### src/rtl/pwm_pkg.sv
// Shared constants, FSM state type and a range helper for the PWM duty-cycle controller.
package pwm_pkg;

  localparam int DUTY_W    = 4;
  localparam int PWM_STEPS = 10;

  typedef logic [DUTY_W-1:0] duty_t;

  localparam duty_t DUTY_MIN = 4'd1;
  localparam duty_t DUTY_MAX = 4'd9;
  localparam duty_t DUTY_RST = 4'd5;

  typedef enum logic [1:0] {
    MANUAL    = 2'd0,
    RAMP_UP   = 2'd1,
    RAMP_DOWN = 2'd2
  } ctrl_state_e;

  // A duty value the 10-step PWM generator can render without 0 % or 100 % output.
  function automatic logic duty_in_range(input duty_t d);
    return (d >= DUTY_MIN) && (d <= DUTY_MAX) && (int'(d) < PWM_STEPS);
  endfunction

endpackage

### src/rtl/pwm_btn_debounce.sv
// One push-button path: 2-flop synchroniser, tick-sampled s1/s2 debounce pair and
// a one-cycle rising-edge press pulse.
module pwm_btn_debounce (
  input  logic clk,
  input  logic rst_n,
  input  logic ena,
  input  logic btn_i,
  input  logic tick_i,
  output logic press_o
);

  logic sync1_q, sync2_q;
  logic s1_q, s2_q;

  // NOTE: sequential state uses non-blocking assignments so every flop samples pre-edge values.
  always_ff @(posedge clk) begin
    if (!rst_n) begin
      sync1_q <= 1'b0;
      sync2_q <= 1'b0;
      s1_q    <= 1'b0;
      s2_q    <= 1'b0;
    end else if (ena) begin
      sync1_q <= btn_i;
      sync2_q <= sync1_q;
      if (tick_i) begin
        s1_q <= sync2_q;
        s2_q <= s1_q;
      end
    end
  end

  // With tick tied high this reduces to a plain edge detect on the synchronised button.
  assign press_o = s1_q & ~s2_q & tick_i;

endmodule

### src/rtl/pwm_duty_ctrl.sv
// Duty-cycle controller: debounced buttons or triangle ramp stage duty_next, which is
// applied at PWM period boundaries. Define PWM_DEBOUNCE_EN to enable the tick-based debounce.
module pwm_duty_ctrl
  import pwm_pkg::*;
#(
  parameter int TICK_DIV  = 4,
  parameter int RAMP_HOLD = 10
) (
  input  logic              clk,
  input  logic              rst_n,
  input  logic              ena,
  input  logic              btn_inc,
  input  logic              btn_dec,
  input  logic              mode_ramp,
  input  logic              period_start,
  output logic [DUTY_W-1:0] duty_out,
  output logic              duty_upd,
  output logic              ramp_dir
);

  localparam int  HOLD_W    = (RAMP_HOLD > 1) ? $clog2(RAMP_HOLD) : 1;
  localparam bit  PARAMS_OK = (TICK_DIV >= 2) && (RAMP_HOLD >= 1);
  localparam logic [HOLD_W-1:0] HOLD_LAST = HOLD_W'(RAMP_HOLD - 1);

  logic tick;
  logic press_inc, press_dec;

`ifdef PWM_DEBOUNCE_EN
  localparam int TICK_W = $clog2(TICK_DIV);

  logic [TICK_W-1:0] tick_cnt_q;
  logic              tick_last;

  assign tick_last = (tick_cnt_q == TICK_W'(TICK_DIV - 1));

  always_ff @(posedge clk) begin
    if (!rst_n) begin
      tick_cnt_q <= '0;
    end else if (ena) begin
      tick_cnt_q <= tick_last ? '0 : tick_cnt_q + TICK_W'(1);
    end
  end

  assign tick = tick_last;
`else
  assign tick = 1'b1;
`endif

  pwm_btn_debounce u_btn_inc (
    .clk     (clk),
    .rst_n   (rst_n),
    .ena     (ena),
    .btn_i   (btn_inc),
    .tick_i  (tick),
    .press_o (press_inc)
  );

  pwm_btn_debounce u_btn_dec (
    .clk     (clk),
    .rst_n   (rst_n),
    .ena     (ena),
    .btn_i   (btn_dec),
    .tick_i  (tick),
    .press_o (press_dec)
  );

  ctrl_state_e       state_q, state_d;
  duty_t             duty_next_q, duty_next_d;
  logic [HOLD_W-1:0] hold_q, hold_d;
  duty_t             duty_out_q;
  logic              duty_upd_q;
  logic              ramp_dir_q;
  logic              apply;

  // The applied value is the staged value from before this edge, so a coincident
  // press only lands at the following period.
  assign apply = period_start && (duty_next_q != duty_out_q);

  // NOTE: every always_comb output gets a default first so no latch is inferred.
  always_comb begin
    state_d     = state_q;
    duty_next_d = duty_next_q;
    hold_d      = hold_q;
    unique case (state_q)
      MANUAL: begin
        if (mode_ramp) begin
          hold_d  = '0;
          state_d = (duty_next_q == DUTY_MAX) ? RAMP_DOWN : RAMP_UP;
        end else if (press_inc && !press_dec && (duty_next_q < DUTY_MAX)) begin
          duty_next_d = duty_next_q + duty_t'(1);
        end else if (press_dec && !press_inc && (duty_next_q > DUTY_MIN)) begin
          duty_next_d = duty_next_q - duty_t'(1);
        end
      end
      RAMP_UP, RAMP_DOWN: begin
        if (!mode_ramp) begin
          state_d = MANUAL;
        end else if (period_start) begin
          if (hold_q == HOLD_LAST) begin
            hold_d = '0;
            if (state_q == RAMP_UP) begin
              duty_next_d = duty_next_q + duty_t'(1);
              if (duty_next_d == DUTY_MAX) state_d = RAMP_DOWN;
            end else begin
              duty_next_d = duty_next_q - duty_t'(1);
              if (duty_next_d == DUTY_MIN) state_d = RAMP_UP;
            end
          end else begin
            hold_d = hold_q + HOLD_W'(1);
          end
        end
      end
      default: state_d = MANUAL;
    endcase
  end

  always_ff @(posedge clk) begin
    if (!rst_n) begin
      state_q     <= MANUAL;
      duty_next_q <= DUTY_RST;
      hold_q      <= '0;
      duty_out_q  <= DUTY_RST;
      duty_upd_q  <= 1'b0;
      ramp_dir_q  <= 1'b0;
    end else if (ena) begin
      state_q     <= state_d;
      duty_next_q <= duty_next_d;
      hold_q      <= hold_d;
      duty_upd_q  <= apply;
      ramp_dir_q  <= (state_d == RAMP_DOWN);
      if (apply) duty_out_q <= duty_next_q;
    end else begin
      duty_upd_q  <= 1'b0;
    end
  end

  assign duty_out = duty_out_q;
  assign duty_upd = duty_upd_q;
  assign ramp_dir = ramp_dir_q;

  a_params_ok : assert property (@(posedge clk) PARAMS_OK);
  a_duty_range : assert property (@(posedge clk) disable iff (!rst_n)
                                  duty_in_range(duty_out_q) && duty_in_range(duty_next_q));

endmodule
### config.mk
export PLATFORM = sky130hd
export DESIGN_NAME = pwm_duty_ctrl
export DESIGN_NICKNAME = d
export VERILOG_FILES = /design/src/rtl/pwm_pkg.sv /design/src/rtl/pwm_btn_debounce.sv /design/src/rtl/pwm_duty_ctrl.sv
export SDC_FILE = /design/constraint.sdc
export NUM_CORES = 1
export LEC_CHECK = 0
export CORE_MARGIN = 10
export CORE_UTILIZATION = 57
export DETAILED_ROUTE_END_ITERATION = 7
export GPL_TIMING_DRIVEN = 0
export PLACE_DENSITY = 0.75
export SLEW_MARGIN = 5
export SYNTH_ARGS = -nofsm -noshare
export SYNTH_HDL_FRONTEND = slang
export SYNTH_SLANG_ARGS = --single-unit
export TNS_END_PERCENT = 100
### constraint.sdc
create_clock -name clk -period 3 [get_ports clk]
set_clock_uncertainty 0.05 [all_clocks]
set_input_delay 0.9 -clock clk [delete_from_list [all_inputs] [get_ports clk]]
set_output_delay 0.9 -clock clk [all_outputs]
set_load 0.01 [all_outputs]
; ---- After elaboration in Yosys (flattened, before gate mapping)
; Cells that the tools add are included.
[word_totals]
ff_bits = 24
latch_bits = 0
inputBits = 7
ramBits = 0
output_inout_bits = 6
n_memories = 0
wordCells = 73
rom_bits = 0
[classes]
muxes = 22
div = 0
n_eq_ne = 14
n_addsub = 3
n_lt_le_gt_ge = 2
mul = 0
n_bitwise = 4
shift = 0
n_reduce_logical = 14
[ops]
columns = op, n
row1 = $mux 4, 11
row2 = $mux 2, 8
row3 = $pmux 4 s2, 2
row4 = $eq 4x4->1 const B, 3
row5 = $ne 2x2->1 const B, 5
row6 = $add 4x1->4 const B, 2
row7 = $reduce_and 7->1, 1
row8 = $logic_and 1x1->1, 5
row9 = $reduce_and 5->1, 1
row10 = $eq 2x2->1 const B, 2
row11 = $eq 4x1->1 const B, 1
row12 = $gt 4x1->1 const B, 1
row13 = $lt 4x4->1 const B, 1
row14 = $ne 4x4->1, 1
row15 = $pmux 2 s2, 1
row16 = $reduce_and 2->1, 2
row17 = $sub 4x1->4 const B, 1
row18 = $ne 3x3->1 const B, 1
row19 = $and 1x1->1, 2
row20 = $eq 2x1->1 const B, 1
row21 = $logic_not 1->1, 2
row22 = $logic_not 2->1, 1
row23 = $not 1->1, 2
row24 = $reduce_bool 2->1, 1
row25 = $reduce_or 2->1, 1

; ---- Longest topological paths before layout
[logic_depth]
word_depth = 9
ltp_mapped = 9
ltp_nobuf = 7

; ---- Hierarchy
; From an unflattened synthesis, not the netlist that was laid out.
[hier_totals]
hier_cells = 160
hier_area_um2 = 1393.8
[by_module_without_submodules]
columns = mod, cells_per_inst, area_per_inst_um2, n_inst, seq_area_each_um2
row1 = pwm_duty_ctrl, 128, 1078.5, 1, 320.3
row2 = pwm_btn_debounce, 16, 157.7, 2, 80.1

; ---- Least setup slack after synthesis
; No wires, ideal clock.
[synth_timing]
path_kind = input to register
from = in mode_ramp
to = reg duty_next_q[2]
setup_ns = 0.123
stages = 5
setup_slack_ns = 0.748
arrival_ns = 2.078
required_time_ns = 2.827
n_path_buf = 1
path_cell_list = buf_2 > nand3_4 > or3_4 > a22oi_2 > mux2_1
[synth_via]
elab_chain_cells = 2
word_cells_on_any_way = 3
classes_between = 2 x eq/ne / 1 x reduce/logical
[synth_lines]
columns = item, line_no
row1 = start: declaration, pwm_duty_ctrl.sv:14  ; input logic mode_ramp,
row2 = $ne 2x2->1 (no source line), --
row3 = $reduce_and 7->1 (no source line) *, --
row4 = end signal: assignment, pwm_duty_ctrl.sv:127  ; duty_next_q <= duty_next_d;
row5 = end: declaration, pwm_duty_ctrl.sv:68  ; duty_t duty_next_q, duty_next_d;
; Mark *: on every way between the ends. The rest lies on a longest branch, timed or not.
; A chain may end at the register's enable or synchronous reset.

; ---- Worst setup path in the final report
[layout_timing]
from = in period_start
to = reg duty_next_q[2]
[layout_via]
elab_chain_cells = 2
[layout_lines]
columns = item, line_no
row1 = start: declaration, pwm_duty_ctrl.sv:15  ; input logic period_start,
row2 = $ne 2x2->1 (no source line), --
row3 = $reduce_and 7->1 (no source line), --
; No other way between the ends.

==> metrics.txt <==
Wirelength per Cell 14.8 um; antenna violations before repair 0; largest net degree at the start of global routing 15; Post-DP HPWL about 2700 um; leak pwr 0.676 nW; clk buf depth 2; Placed Area roughly 0.0017 mm^2; status finished clean; GP Congestion roughly 0.91; count leader, synth dfxtp_1; top cell type by total area after synthesis dfxtp_1; Psw between 0.1 and 0.15 mW; Pwr Total 0.642 mW; grt ovf 0; routed wire length ~3400 um; Hold Crit Depth 2; core area about 0.0027 mm^2; Post-CTS Setup Repair Bufs 0; RSZ-0062 raised after global routing false; Critical Path AT approximately 2.8 ns; Min-Delay Endpoint duty_out[3]; Net count, final 217; number of synthesized flops with an enable pin 0; CP Capture Type register; Synth Register Bits 24; internal power just under 0.5 mW; Mapped Nets a little over 200; fmax 0.385 GHz; clock sink count 24; detailed-route DRC error count 0; worst r2r path cells 9; Comb power frac 0.121; I/O pin total 13; Max Cap Viol 0; Top FF cell, synth dfxtp_1; clock group share of total power 0.364; Chip Height between 70 and 80 um; total negative slack 0 ns; Flop pwr share 0.515; # resized after CTS 0; clock root buffer clkbuf_4; Syn Area/Cell 8.51 um^2; fin crit period approximately 2.6 ns; GRT Util Overall 0.135; Netlist cell types 54; CTS tree built; average via count per standard cell roughly 6.2; CP Max Fanout 9; ys async rst share 0; first-pass GRT wire length 6010 um; DRT iter0 DRCs 79; 1st-pass router iterations 4; Syn-to-layout area delta 11.4%; crit path kind in -> reg; total CTS buffers 3; Net Sw Frac 0.231; Starting Density 0.587; min-delay src duty_out[3]; required time worst endpoint approximately 3.2 ns; final count of pins violating max slew 0; # setup viols final 0; die area approximately 0.0053 mm^2; Rows 19; top cells by count, synth dfxtp_1 (24), nand2_1 (17), nor2_1 (14), mux2i_1 (10), nand3_1 (10); Tcrit/Tclk final 0.867; CTS Hold Bufs 0; fillcell total ~240; largest cells by area after synthesis dfxtp_1 (30%), ha_1 (7.1%), mux2i_1 (6.3%); Vias between 1,000 and 1,500; Worst setup SP type input port; fraction of layout instances using a drive strength above 1 0.100; Max VDD drop 394 uV; Hold Fails Final Rpt 0; Mapped Cells between 150 and 200; Antenna diodes 0; R2R setup slack ~0.52 ns; worst skew pair latency 0.32 ns; multi-input logic area between 0.001 and 0.0015 mm^2; Worst slew margin 0.614; synthesized area 0.00159 mm^2; post-route ant nets 0; end of the worst register-to-register path duty_next_q[2]; measured slew at the worst slew-check pin about 0.56 ns; fin area approximately 0.0018 mm^2; share of the synthesized area in the top cell type 0.302; width of the die 72.8 um; HP Class reg -> reg; Reg-to-Reg Start duty_next_q[0]; Reg area 480 um^2; number of port buffers 9; Power Dens Cells about 360 mW/mm^2; post-synthesis sequential area ratio 0.302; synthesis warning total 0; H-tree depth 1; register clock-pin slew on the reported worst setup and hold paths around 0.13 ns; vias in the first global route roughly 1,400
## registers in the layout (all words and copies together) (netlist names)
name / cells
duty_next_q: 4
duty_out: 4
duty_upd: 1
hold_q: 4
ramp_dir: 1
state_q: 2
u_btn_dec.s1_q: 1
u_btn_dec.s2_q: 1
u_btn_dec.sync1_q: 1
u_btn_dec.sync2_q: 1
u_btn_inc.s1_q: 1
u_btn_inc.s2_q: 1
u_btn_inc.sync1_q: 1
u_btn_inc.sync2_q: 1
## final cells by class
type,count,share of cell area
Timing Repair Buffer,9,0.0508
Clock buffer,3,0.0127
Multi-Input combinational cell,145,0.578
Inverter,7,0.0148
Sequential cell,24,0.271
Clock inverter,1,0.0169
Tap cell,31,0.0219
Buffer,11,0.0339
## critical path: stages
cell,delay [ns]
clkdlybuf4s50_1,0.61
mux2_4,0.21
nand3_4,0.11
or3_4,0.42
a22oi_2,0.20
mux2_1,0.32
## cells in the final DEF, fill, tap and decap left out, types with 2 or more instances in the layout
master / instances
a211oi_1: 2
a21oi_1: 9
buf_2: 6
clkbuf_1: 2
clkbuf_4: 3
clkdlybuf4s50_1: 9
dfxtp_1: 24
ha_1: 9
inv_1: 6
mux2i_1: 10
nand2_1: 17
nand2b_1: 5
nand3_1: 10
nand3b_1: 3
nand4b_1: 4
nor2_1: 14
nor2b_1: 2
nor3_1: 4
nor4_1: 2
o211ai_1: 2
o21a_1: 3
o21ai_0: 8
o22ai_1: 2
o311a_1: 3
or3_1: 6
xor2_1: 4
## routing by layer
metal	vias up	share of wire	wire length, um	track usage
met5	-	0	0	0
met1	682	0.43	1480	0.166
met3	8	0.053	180	0.0245
li1	706	-	-	-
met4	0	0.021	73	0.0675
met2	35	0.49	1670	0.218
## kinds of logic (layout without fill, tap and decap cells)
group | count (synthesis) | count (layout) | synth area share
simple gates | 80 | 80 | 0.289
buf+inv | 18 | 31 | 0.0542
mux | 12 | 12 | 0.0794
xor+xnor | 4 | 4 | 0.0220
fa+ha+maj | 9 | 9 | 0.0708
compound gates | 40 | 40 | 0.182
flops | 24 | 24 | 0.302
## stage by stage
step                worst slack [ns]  hold WS [ns]   util  cells
floorplan                      0.748         0.401      -    187
global route                   0.348         0.491  0.654    231
CTS                            0.401         0.457  0.654    231
finish                         0.399         0.457  0.654    231
detailed placement            0.0403         0.438  0.635    227
global placement              0.0741         0.414  0.635    227
## power by group through the flow
stage | clock [mW] | combinational [mW] | sequential [mW]
2_1_floorplan | 0 | 0.0557 | 0.338
4_1_cts | 0.238 | 0.0774 | 0.331
3_3_place_gp | 0 | 0.0754 | 0.337
6_report | 0.234 | 0.0775 | 0.331
5_1_grt | 0.251 | 0.0878 | 0.332
3_5_place_dp | 0 | 0.0769 | 0.338
## worst max path at each step
| stage | to | startpoint | slack (ns) |
|---|---|---|---|
| after detailed placement | duty_next_q[2] | period_start | 0.04 |
| after CTS | duty_next_q[2] | period_start | 0.40 |
| final | duty_next_q[2] | period_start | 0.40 |
| after global routing | duty_next_q[2] | period_start | 0.35 |
| after global placement | duty_next_q[2] | period_start | 0.07 |
| after floorplan | duty_next_q[2] | mode_ramp | 0.75 |
(Power assumes the default switching activity.)
